===== src/rtl/fp16_pkg.sv =====
// Shared definitions for the 16-bit floating-point ALU stages.
// Holds field widths, the normaliser state encoding and the packed word layout.
package fp16_pkg;

    localparam int EXP_W   = 5;
    localparam int MAN_W   = 10;
    localparam int EXP_MAX = 31;

    typedef enum logic [1:0] {
        IDLE,
        NORM,
        DONE
    } state_t;

    typedef struct packed {
        logic             sign;
        logic [EXP_W-1:0] exp;
        logic [MAN_W-1:0] frac;
    } fp16_t;

endpackage


===== src/rtl/fp16_pack.sv =====
// Combinational packing of sign, exponent and fraction into a half-precision word.
// Overflow forces infinity; underflow forces signed zero; the flags are mutually exclusive.
module fp16_pack
    import fp16_pkg::*;
#(
    parameter int EXP_W = fp16_pkg::EXP_W,
    parameter int MAN_W = fp16_pkg::MAN_W
) (
    input  logic                   s,
    input  logic [EXP_W-1:0]       e,
    input  logic [MAN_W-1:0]       frac,
    input  logic                   ovf,
    input  logic                   unf,
    output logic [EXP_W+MAN_W:0]   word
);

    logic [EXP_W-1:0] exp_bits;
    logic [MAN_W-1:0] frac_bits;

    // Infinity sets every exponent bit; both special cases clear the fraction.
    generate
        for (genvar gi = 0; gi < EXP_W; gi++) begin : g_exp
            assign exp_bits[gi] = ovf | (e[gi] & ~unf);
        end
        for (genvar gi = 0; gi < MAN_W; gi++) begin : g_frac
            assign frac_bits[gi] = frac[gi] & ~ovf & ~unf;
        end
    endgenerate

    assign word = {s, exp_bits, frac_bits};

endmodule


===== src/rtl/fp_normalize.sv =====
// Iterative normalise-and-pack stage: one normalisation decision per clock,
// then a registered half-precision result held on a valid/ready handshake.
module fp_normalize
    import fp16_pkg::*;
#(
    parameter int EXP_W = fp16_pkg::EXP_W,
    parameter int MAN_W = fp16_pkg::MAN_W
) (
    input  logic                 clk,
    input  logic                 rst,
    input  logic                 sr,
    input  logic [EXP_W-1:0]     e5,
    input  logic [MAN_W+1:0]     mf,
    input  logic                 in_valid,
    output logic                 in_ready,
    output logic [EXP_W+MAN_W:0] result,
    output logic                 overflow,
    output logic                 underflow,
    output logic                 out_valid,
    input  logic                 out_ready
);

    localparam logic [EXP_W-1:0] E_MAX = '1;
    localparam logic [EXP_W-1:0] E_ONE = EXP_W'(1);

    state_t               state_reg, state_next;
    logic                 s_reg, s_next;
    logic [EXP_W-1:0]     e_reg, e_next;
    logic [MAN_W+1:0]     m_reg, m_next;
    logic                 ovf_reg, ovf_next;
    logic                 unf_reg, unf_next;
    logic [EXP_W-1:0]     e_inc;
    logic [EXP_W+MAN_W:0] pack_word;
    logic [EXP_W+MAN_W:0] result_reg;
    logic                 overflow_reg, underflow_reg, out_valid_reg;

    assign e_inc = e_reg + E_ONE;

    always_ff @(posedge clk or posedge rst) begin
        if (rst) begin
            state_reg <= IDLE;
        end else begin
            state_reg <= state_next;
        end
    end

    always_comb begin
        state_next = state_reg;
        s_next     = s_reg;
        e_next     = e_reg;
        m_next     = m_reg;
        ovf_next   = ovf_reg;
        unf_next   = unf_reg;
        case (state_reg)
            IDLE: begin
                if (in_valid) begin
                    s_next     = sr;
                    e_next     = e5;
                    m_next     = mf;
                    ovf_next   = 1'b0;
                    unf_next   = 1'b0;
                    state_next = NORM;
                end
            end
            NORM: begin
                if (e_reg == E_MAX) begin
                    ovf_next   = 1'b1;
                    state_next = DONE;
                end else if (m_reg == '0) begin
                    // Clearing the exponent makes the normal packing path emit signed zero.
                    e_next     = '0;
                    state_next = DONE;
                end else if (e_reg == '0) begin
                    unf_next   = 1'b1;
                    state_next = DONE;
                end else if (m_reg[MAN_W+1]) begin
                    m_next     = m_reg >> 1;
                    e_next     = e_inc;
                    ovf_next   = (e_inc == E_MAX);
                    state_next = DONE;
                end else if (m_reg[MAN_W]) begin
                    state_next = DONE;
                end else begin
                    m_next = m_reg << 1;
                    if (e_reg == E_ONE) begin
                        unf_next   = 1'b1;
                        state_next = DONE;
                    end else begin
                        e_next = e_reg - E_ONE;
                    end
                end
            end
            DONE: begin
                if (out_valid_reg && out_ready) begin
                    state_next = IDLE;
                end
            end
            default: state_next = IDLE;
        endcase
    end

    always_ff @(posedge clk or posedge rst) begin
        if (rst) begin
            s_reg   <= 1'b0;
            e_reg   <= '0;
            m_reg   <= '0;
            ovf_reg <= 1'b0;
            unf_reg <= 1'b0;
        end else begin
            s_reg   <= s_next;
            e_reg   <= e_next;
            m_reg   <= m_next;
            ovf_reg <= ovf_next;
            unf_reg <= unf_next;
        end
    end

    fp16_pack #(
        .EXP_W (EXP_W),
        .MAN_W (MAN_W)
    ) u_pack (
        .s    (s_reg),
        .e    (e_reg),
        .frac (m_reg[MAN_W-1:0]),
        .ovf  (ovf_reg),
        .unf  (unf_reg),
        .word (pack_word)
    );

    // The first DONE cycle registers the packed word; it is then frozen until accepted.
    always_ff @(posedge clk or posedge rst) begin
        if (rst) begin
            result_reg    <= '0;
            overflow_reg  <= 1'b0;
            underflow_reg <= 1'b0;
            out_valid_reg <= 1'b0;
        end else if (state_reg == DONE) begin
            if (!out_valid_reg) begin
                result_reg    <= pack_word;
                overflow_reg  <= ovf_reg;
                underflow_reg <= unf_reg;
                out_valid_reg <= 1'b1;
            end else if (out_ready) begin
                out_valid_reg <= 1'b0;
            end
        end
    end

    assign in_ready  = (state_reg == IDLE);
    assign result    = result_reg;
    assign overflow  = overflow_reg;
    assign underflow = underflow_reg;
    assign out_valid = out_valid_reg;

endmodule

===== config.mk =====
export PLATFORM = sky130hd
export DESIGN_NAME = fp_normalize
export DESIGN_NICKNAME = d
export VERILOG_FILES = /design/src/rtl/fp16_pkg.sv /design/src/rtl/fp16_pack.sv /design/src/rtl/fp_normalize.sv
export SDC_FILE = /design/constraint.sdc
export NUM_CORES = 1
export LEC_CHECK = 0
export ABC_AREA = 1
export BUFFER_PORTS_ARGS = -buffer_cell sky130_fd_sc_hd__buf_2
export CAP_MARGIN = 20
export CORE_AREA = 8 8 72 89
export DETAILED_ROUTE_END_ITERATION = 10
export DIE_AREA = 0 0 80 97
export PLACE_DENSITY = 0.8
export RECOVER_POWER = 50
export SYNTH_ARGS = -nofsm -noshare
export SYNTH_HDL_FRONTEND = slang
export SYNTH_SLANG_ARGS = --single-unit

===== constraint.sdc =====
create_clock -name clk -period 1.6 [get_ports clk]
set_input_delay 0.4 -clock clk [delete_from_list [all_inputs] [get_ports clk]]
set_output_delay 0.4 -clock clk [all_outputs]
set_load 0.03 [all_outputs]

==> flow_metrics.tcl, run 1 <==
set metrics [dict create \
    outcome "finished with violations" \
    violations "setup timing" \
    synthArstFlopShare_pct 100.0 \
    grt_pass1_wl_um 10220 \
    grt.total_usage_pct 15.95 \
    synth_top_cells_by_count "103 x nand2_1, 41 x dfrtp_1, 37 x o21ai_0, 27 x inv_1, 23 x nor2_1" \
    seq_power_share_pct 26.0 \
    p_switching_w 0.003330 \
    finalPower_w 0.007126 \
    end_kind "flop" \
    dr.pass1.iters 5 \
    cp_slowest_cell "dfrtp_1" \
    synth_ff_type "dfrtp_1" \
    synthMostInstantiatedCell "nand2_1" \
    avgRoutedWirePerCell_um 13.03 \
    placed_cells 444 \
    hold_viol 0 \
    cap_violations 0 \
    synth.area.top_cells "dfrtp_1 42%, nand2_1 16%, o21ai_0 7.6%, inv_1 4.2%, o21ai_2 4.0%" \
    crit_start "e_reg[1]$_DFFE_PP0P_" \
    reg2reg_from "e_reg[1]$_DFFE_PP0P_" \
    place_congestion 0.8587 \
    cts.sink_count 41 \
    ant_nets 0 \
    syn_area_sq_um 2425 \
    clk_pin_slew_ns 0.08 \
    syn_inst 320 \
    rsz0062_at_grt "yes" \
    ys_seq_area_share_pct 42.31 \
    tritoncts "built" \
    die_area_sq_um 7760 \
    max_freq_mhz 595.1 \
    drive_gt1_share_pct 35.52 \
    via_per_inst 5.174 \
    coreArea_sq_um 5007 \
    clock_path_buffers 2 \
    grt_max_degree 42 \
    critPathBufInv 2 \
    numCtsBuffers 5 \
    swShare_pct 46.74 \
    boundaryPins 42 \
    overflow 0 \
    numPortBuffers 41 \
    p_int_w 0.003795 \
    cp_cell_sequence "ha_2 > nand2_2 > nor2_4 > ha_4 > o21ai_2 > inv_1 > a21oi_2 > nand3_2 > buf_12 > nand2_1 > o21ai_2" \
    yosysTopAreaCell "dfrtp_1" \
    power_leakage_nw 1.640 \
    powerDensity_nw_per_um2 2245 \
    worst_hold_startpoint "sr" \
    yosysTopAreaCellShare_pct 42.31 \
    detailed_place_hpwl_um 4454 \
    clockPowerShare_pct 12.2 \
    root_buffer "clkbuf_8" \
    cpLargestDelayFamily "flip-flops" \
    grt_pass1_vias 2384 \
    finalNonFillerCells 459 \
    num_vias 2375 \
    final_max_slew_viol_count 0 \
    syn_nets 348 \
    comb_power_share_pct 61.8 \
    yosysUniqueCellTypes 28 \
    drt_wl_total_um 5982 \
    pre_cts_ws_ns -0.07861 \
    crit_arrival_ns 1.87 \
    h-tree-depth 2 \
    diodes 0 \
    rows 29 \
    cp_data_required_time_ns 1.79 \
    min_period_ns 1.680 \
    clock_skew_ns 0.002670 \
    crit_path_start_kind "flop" \
    initial_core_util_pct 48.43 \
    yosysWarnings 0 \
    hold_path_class "input port to flop" \
    area_delta_synth_final_pct 30.91 \
    synth-seq-cells 41 \
    ir_drop_v 0.001024 \
    fin_nets 424 \
    relSlewSlack_pct 33.25 \
    cp_slowest_stage_delay_ns 0.40 \
    crit_path_max_fanout 20 \
    postCtsHoldBufs 0 \
    critical_path_class "flop to flop" \
    crit_path_frequent_cell "o21ai_2" \
    fp.dieH_um 97 \
    antenna_found_initial 0 \
    insertion_delay_ns 0.29 \
    post-route-period-util_pct 105.0 \
    worst_pin_slew_ns 1.001 \
    syn_area_per_cell_sq_um 7.578 \
    largest_reg_flops 16 \
    setup_viol 10 \
    drcViolationCount 0 \
    die-width_um 80 \
    synth-edff-count 0 \
    fin_ws_ns -0.08035 \
    drt_iter0_drc 86 \
]
[metal layers]
metal	track usage [%]	vias to the layer above	share of wire [%]
li1	-	1184	-
met1	17.14	1112	39
met2	27.82	69	53
met3	3.704	10	5.9
met4	8.006	0	2.2
met5	0	-	0
[layout make-up]
class | count | area (sq um)
flip-flops and latches | 41 | 1027
multi-input cells | 236 | 1294
clock inverters | 2 | 37.54
repair buffers | 83 | 541.8
well taps | 62 | 77.57
clock buffers | 6 | 82.58
inverters | 29 | 113.9
fillers | 439 | 1833
[through the flow]
step | area (sq um) | TNS [ns] | hold WS (ns) | util, %
after floorplan | 2442 | -0.6440 | 0.4364 | -
after global placement | 2930 | -0.3755 | 0.4487 | 58.52
after detailed placement | 2930 | -0.9468 | 0.4584 | 58.52
after CTS | 3088 | -0.8547 | 0.1611 | 61.67
after global routing | 3174 | -1.729 | 0.3320 | 63.39
final | 3174 | -0.6996 | 0.3423 | 63.39
[timing repair]
| action | in CTS | in global routing |
|---|---|---|
| setup buffers | 2 | 6 |
| setup endpoints to repair | 18 | 20 |
| pin swaps | 3 | 10 |
| resized for setup | 8 | 23 |
| cloned | 0 | 0 |
[cell families (layout without fill, tap and decap cells)]
kind of cell             after synthesis  in the layout  synth area share (%)
XOR/XNOR                               3              3                 1.084
flip-flops                            41             41                 42.31
AO/OA/AOI/OAI                         65             65                 15.84
multiplexers                           1              1                0.4644
buffers and inverters                 43            120                 8.411
AND/OR/NAND/NOR                      161            161                 28.79
adder cells (fa/ha/maj)                6              6                 3.096
[power by group through the flow]
stage | logic (W) | clock network [W] | registers [W]
6_report | 0.00441 | 0.000871 | 0.00185
3_3_place_gp | 0.00399 | 0 | 0.00184
2_1_floorplan | 0.00236 | 0 | 0.00228
4_1_cts | 0.00421 | 0.000891 | 0.00184
5_1_grt | 0.00488 | 0.000936 | 0.00191
3_5_place_dp | 0.00408 | 0 | 0.00186
[cell usage in the layout, fill, tap and decap left out, types with 2 or more instances in the layout]
cell	count
nand2_4	2
buf_4	39
a21oi_1	6
nor2_1	21
buf_12	2
inv_4	2
nand2_2	9
ha_4	3
clkbuf_8	6
o22ai_1	8
inv_2	5
nand3_2	5
o21ai_0	35
xor2_1	2
ha_2	2
o21ai_2	12
nand4_1	7
nand2_1	97
nand3_1	11
buf_2	40
nor2_2	3
nor2_4	4
dfrtp_1	40
inv_1	22
[worst paths after layout]
path | endpoint | slack (ns) | depth (start not counted)
setup reg to reg | m_reg[5]$_DFFE_PP0P_ | -0.08 | 11
hold / removal | s_reg$_DFFE_PP0P_ | 0.34 | 2
hold reg to reg | result[15]$_DFFE_PP0P_ | 0.47 | 2
setup / recovery | m_reg[5]$_DFFE_PP0P_ | -0.08 | 11
min in group asynchronous | overflow$_DFFE_PP0P_ | 0.41 | 3
max in group asynchronous | e_reg[4]$_DFFE_PP0P_ | 0.51 | 3
Power figures use the tool's default switching activity.
==> run 2, diff against run 1 <==
CORE_AREA = 8 8 79 81   (was 8 8 72 89)
DIE_AREA = 0 0 87 89   (was 0 0 80 97)
PLACE_DENSITY = 0.81   (was 0.8)
==> run 2 against run 1 <==
Compared with the run above: the run still ends with setup timing left; sequential power is 3% higher; die area is 0.22% lower; sequential share of layout area is 1.9 points lower; final area is 6.1% higher; worst hold slack worse by 0.0045 ns; critical path depth stayed put; combinational power is 17% higher; clock skew hardly changed; clock-buffer cell count is 1 lower; non-clock buffer count is 6 higher; global-route usage is 1.9 points higher; power is 11% higher.
==> flow_metrics.tcl, run 2 (same netlist as run 1, synthesis figures left out) <==
set metrics [dict create \
    num_vias 2538 \
    root_buffer "clkbuf_8" \
    post-route-period-util_pct 112.8 \
    drt_wl_total_um 7478 \
    fin_nets 430 \
    detailed_place_hpwl_um 4682 \
    p_int_w 0.004050 \
    comb_power_share_pct 65.5 \
    outcome "finished with violations" \
    place_congestion 0.8841 \
    hold_viol 0 \
    die_area_sq_um 7743 \
    crit_path_start_kind "flop" \
    fin_ws_ns -0.2051 \
    powerDensity_nw_per_um2 2348 \
    fin_util_pct 67.67 \
    relSlewSlack_pct 32.80 \
    boundaryPins 42 \
    drive_gt1_share_pct 40.30 \
    seq_power_share_pct 24.2 \
    area_delta_synth_final_pct 38.91 \
    largest_reg_flops 16 \
    ir_drop_v 0.0009351 \
    diodes 0 \
    end_kind "flop" \
    drcViolationCount 0 \
    dr.pass1.iters 5 \
    overflow 0 \
    cts.sink_count 41 \
    grt.total_usage_pct 17.81 \
    tritoncts "built" \
    clockPowerShare_pct 10.3 \
    initial_core_util_pct 48.72 \
    rows 26 \
    p_switching_w 0.003858 \
    cp_data_required_time_ns 1.78 \
    avgRoutedWirePerCell_um 15.84 \
    worst_pin_slew_ns 1.008 \
    numPortBuffers 41 \
    coreArea_sq_um 4977 \
    drt_iter0_drc 260 \
    final_max_slew_viol_count 0 \
    crit_path_max_fanout 8 \
    critical_path_class "flop to flop" \
    h-tree-depth 2 \
    clock_path_buffers 2 \
    hold_path_class "input port to flop" \
    swShare_pct 48.79 \
    pre_cts_ws_ns -0.2423 \
    rsz0062_at_grt "yes" \
    ant_nets 0 \
    layout_commonest_cell "nand2_1" \
    grt_pass1_vias 2361 \
    min_period_ns 1.805 \
    fp.dieH_um 89 \
    grt_pass1_wl_um 10990 \
    most-common-layout-cells "84 x nand2_1, 41 x dfrtp_1, 41 x buf_2" \
    insertion_delay_ns 0.29 \
    via_per_inst 5.377 \
    die-width_um 87 \
    grt_max_degree 42 \
    max_freq_mhz 554.0 \
    numCtsBuffers 5 \
    crit_arrival_ns 1.98 \
    clock_skew_ns 0.002808 \
    setup_viol 20 \
    power_leakage_nw 1.727 \
    antenna_found_initial 0 \
    clk_pin_slew_ns 0.08 \
    cap_violations 0 \
    violations "setup timing" \
]
## run 2: cell count changes in the layout (fill, tap and decap cells not counted), moves of 2 or more
cell     before  now
o21ai_1       1    3
nand3_1      11    9
nand2_2       9   16
nand2_4       2    8
buf_6         0    6
ha_4          3    6
nand2_1      97   84
o21ai_0      35   33
ha_2          2    0
nand3_4       0    2
## run 2: critical path, stage by stage, from the launching register on
cell and delay (ns):
dfrtp_1 0.43, ha_4 0.19, nand2_4 0.06, nor2_4 0.05, ha_4 0.17, o21ai_4 0.17, inv_2 0.05, a21oi_2 0.14
nand3_4 0.13, buf_12 0.18, nand2_4 0.06, o21ai_2 0.05
## run 2: per-layer routing
| layer | part of all wire, % | track usage (%) |
|---|---|---|
| met1 | 40 | 21.84 |
| met2 | 48 | 29.56 |
| met3 | 8.3 | 3.768 |
| met4 | 3.0 | 7.825 |
| met5 | 0 | 0 |
## run 2: what timing repair did
item | in CTS | in global routing
resized for setup | 27 | 40
hold buffers | 0 | 0
setup buffers | 9 | 3
cloned | 0 | 1
endpoints found under the setup margin | 19 | 20
pin swaps | 3 | 22
hold endpoints to repair | 0 | 0
## run 2: layout make-up
cell class | instances | area, sq um
clock buffers | 5 | 68.82
clock inverters | 2 | 35.03
fillers | 350 | 1609
inverters | 29 | 118.9
multi-input cells | 236 | 1416
flip-flops and latches | 41 | 1026
well taps | 70 | 87.58
repair buffers | 89 | 615.6
## run 2: final timing paths
path	startpoint	slack (ns)	cells past startpoint	end
worst max-delay path	e_reg[0]$_DFFE_PP0P_	-0.21	11	m_reg[9]$_DFFE_PP0P_
worst min-delay path	sr	0.34	2	s_reg$_DFFE_PP0P_
worst max register to register	e_reg[0]$_DFFE_PP0P_	-0.21	11	m_reg[9]$_DFFE_PP0P_
worst min register to register	s_reg$_DFFE_PP0P_	0.48	2	result[15]$_DFFE_PP0P_
max in group asynchronous	rst	0.57	3	e_reg[0]$_DFFE_PP0P_
min in group asynchronous	rst	0.42	3	underflow$_DFFE_PP0P_
## run 2: power by group through the flow
stage | registers [W] | logic (W) | clock network (W)
floorplan | 0.00228 | 0.00236 | 0
global placement | 0.00184 | 0.00396 | 0
detailed placement | 0.00187 | 0.00410 | 0
CTS | 0.00186 | 0.00451 | 0.000822
global route | 0.00197 | 0.00558 | 0.000867
finish | 0.00191 | 0.00518 | 0.000818
## run 2: per-stage QoR
stage | setup TNS (ns) | instances | total power [W] | cell area [sq um] | hold WS (ns)
after CTS | -1.294 | 470 | 0.007192 | 3197 | 0.1644
final | -2.537 | 472 | 0.007908 | 3368 | 0.3378
after floorplan | -0.6440 | 320 | 0.004636 | 2442 | 0.4364
after global routing | -4.140 | 472 | 0.008413 | 3368 | 0.3387
after detailed placement | -2.675 | 455 | 0.005973 | 2950 | 0.4592
after global placement | -0.9666 | 455 | 0.005801 | 2950 | 0.4457
==> run 3, diff against run 2 <==
SETUP_SLACK_MARGIN = 0.1   (was not set)
SKIP_CTS_REPAIR_TIMING = 1   (was not set)
==> run 3 against run 2 <==
Compared with the run above: the run still ends with setup timing left; first-iteration DRC count is 18% lower; worst setup slack better by 0.068 ns; sequential share of layout area is 1.6 points higher; core utilization is 3.2 points lower; power is 8.4% lower; clock power is 17% lower; die area stayed put; register-to-register slack better by 0.07 ns; critical path type unchanged; critical endpoint is now m_reg[6]$_DFFE_PP0P_.
==> flow_metrics.tcl, run 3 (same netlist as run 1, synthesis figures left out) <==
set metrics [dict create \
    end_kind "flop" \
    hold_viol 0 \
    dr.pass1.iters 5 \
    grt_pass1_wl_um 9963 \
    fin_nets 423 \
    worst_pin_slew_ns 1.013 \
    fin_ws_ns -0.1374 \
    die-width_um 87 \
    grt_pass1_vias 2249 \
    antenna_found_initial 0 \
    num_vias 2399 \
    insertion_delay_ns 0.30 \
    ir_drop_v 0.0008812 \
    powerDensity_nw_per_um2 2258 \
    numPortBuffers 41 \
    max_freq_mhz 575.6 \
    detailed_place_hpwl_um 4497 \
    root_buffer "clkbuf_8" \
    critPathBufInv 2 \
    crit_path_max_fanout 20 \
    fp.dieH_um 89 \
    cpLargestDelayFamily "flip-flops" \
    grt_max_degree 42 \
    numCtsBuffers 5 \
    crit_arrival_ns 1.93 \
    critical_path_class "flop to flop" \
    hold_path_class "input port to flop" \
    outcome "finished with violations" \
    clock_path_buffers 2 \
    grt.total_usage_pct 15.97 \
    fin_util_pct 64.48 \
    crit_path_start_kind "flop" \
    drcViolationCount 0 \
    power_leakage_nw 1.644 \
    cap_violations 0 \
    clk_pin_slew_ns 0.08 \
    most-common-layout-cells "93 x nand2_1, 40 x buf_2, 38 x dfrtp_1" \
    ant_nets 0 \
    h-tree-depth 2 \
    place_congestion 0.8755 \
    cp_data_required_time_ns 1.79 \
    via_per_inst 5.148 \
    violations "setup timing" \
    boundaryPins 42 \
    drt_wl_total_um 6797 \
    pre_cts_ws_ns -0.09460 \
    coreArea_sq_um 4977 \
    final_max_slew_viol_count 0 \
    min_period_ns 1.737 \
    diodes 0 \
    drive_gt1_share_pct 37.12 \
    r2r_slack_ns -0.14 \
    rsz0062_at_grt "yes" \
    post-route-period-util_pct 108.6 \
    relSlewSlack_pct 32.44 \
    largest_reg_flops 16 \
    layout_commonest_cell "nand2_1" \
    overflow 0 \
    rows 26 \
    cp_cell_sequence "ha_4 > nand2_4 > nor2_4 > ha_4 > o21ai_2 > inv_1 > a21oi_2 > nand3_2 > buf_12 > nand2_1 > o21ai_2" \
    area_delta_synth_final_pct 32.35 \
    cp_slowest_cell "dfrtp_1" \
    die_area_sq_um 7743 \
    cts.sink_count 41 \
    cp_slowest_stage_delay_ns 0.44 \
    setup_viol 18 \
    initial_core_util_pct 48.72 \
    drt_iter0_drc 212 \
    clock_skew_ns 0.007936 \
    avgRoutedWirePerCell_um 14.59 \
    tritoncts "built" \
]
run 3: cell types whose count changed in the layout (fill, tap and decap cells not counted), sizes merged:
cell | before | now
buf | 87 | 81
bufinv | 1 | 0
clkbuf | 7 | 6
clkinv | 1 | 2
clkinvlp | 0 | 1
run 3: metrics by stage:
| step | hold WS [ns] | instance area [sq um] | instances | setup TNS (ns) | power, W |
|---|---|---|---|---|---|
| finish | 0.3329 | 3209 | 466 | -1.577 | 0.007246 |
| global route | 0.3369 | 3209 | 466 | -2.967 | 0.007800 |
| CTS | 0.1588 | 3009 | 459 | -1.754 | 0.006603 |
| detailed placement | 0.4621 | 2923 | 451 | -1.170 | 0.005923 |
| global placement | 0.4462 | 2923 | 451 | -0.3621 | 0.005770 |
| floorplan | 0.4364 | 2445 | 320 | -0.6440 | 0.004644 |
run 3: area by class of cell:
type,count,area [sq um]
Inverter,29,121.4
Sequential cell,41,1030
Multi-Input combinational cell,236,1344
Fill cell,402,1768
Clock inverter,3,17.52
Timing Repair Buffer,82,540.5
Clock buffer,5,68.82
Tap cell,70,87.58
run 3: path summary, 6_finish.rpt:
path	depth (start not counted)	from	to
setup / recovery	11	e_reg[1]$_DFFE_PP0P_	m_reg[6]$_DFFE_PP0P_
hold / removal	2	sr	s_reg$_DFFE_PP0P_
setup reg to reg	11	e_reg[1]$_DFFE_PP0P_	m_reg[6]$_DFFE_PP0P_
hold reg to reg	2	s_reg$_DFFE_PP0P_	result[15]$_DFFE_PP0P_
max in group asynchronous	3	rst	state_reg[1]$_DFFE_PP0P_
min in group asynchronous	3	rst	underflow$_DFFE_PP0P_
run 3: where the power goes:
group | total [W] | switching (W) | internal, W
Clock | 0.000680 | 0.000379 | 0.000301
Combinational | 0.00464 | 0.00278 | 0.00186
Sequential | 0.00193 | 0.000409 | 0.00152
Total | 0.00725 | 0.00357 | 0.00367
run 3: layer usage:
metal  global-route usage, %  wire length (um)  vias to the layer above
met5                       0                 0                        -
met4                   6.886               242                        0
met3                   4.504               479                       25
met2                   26.16              3201                       90
met1                   19.24              2873                     1098
li1                        -                 -                     1186
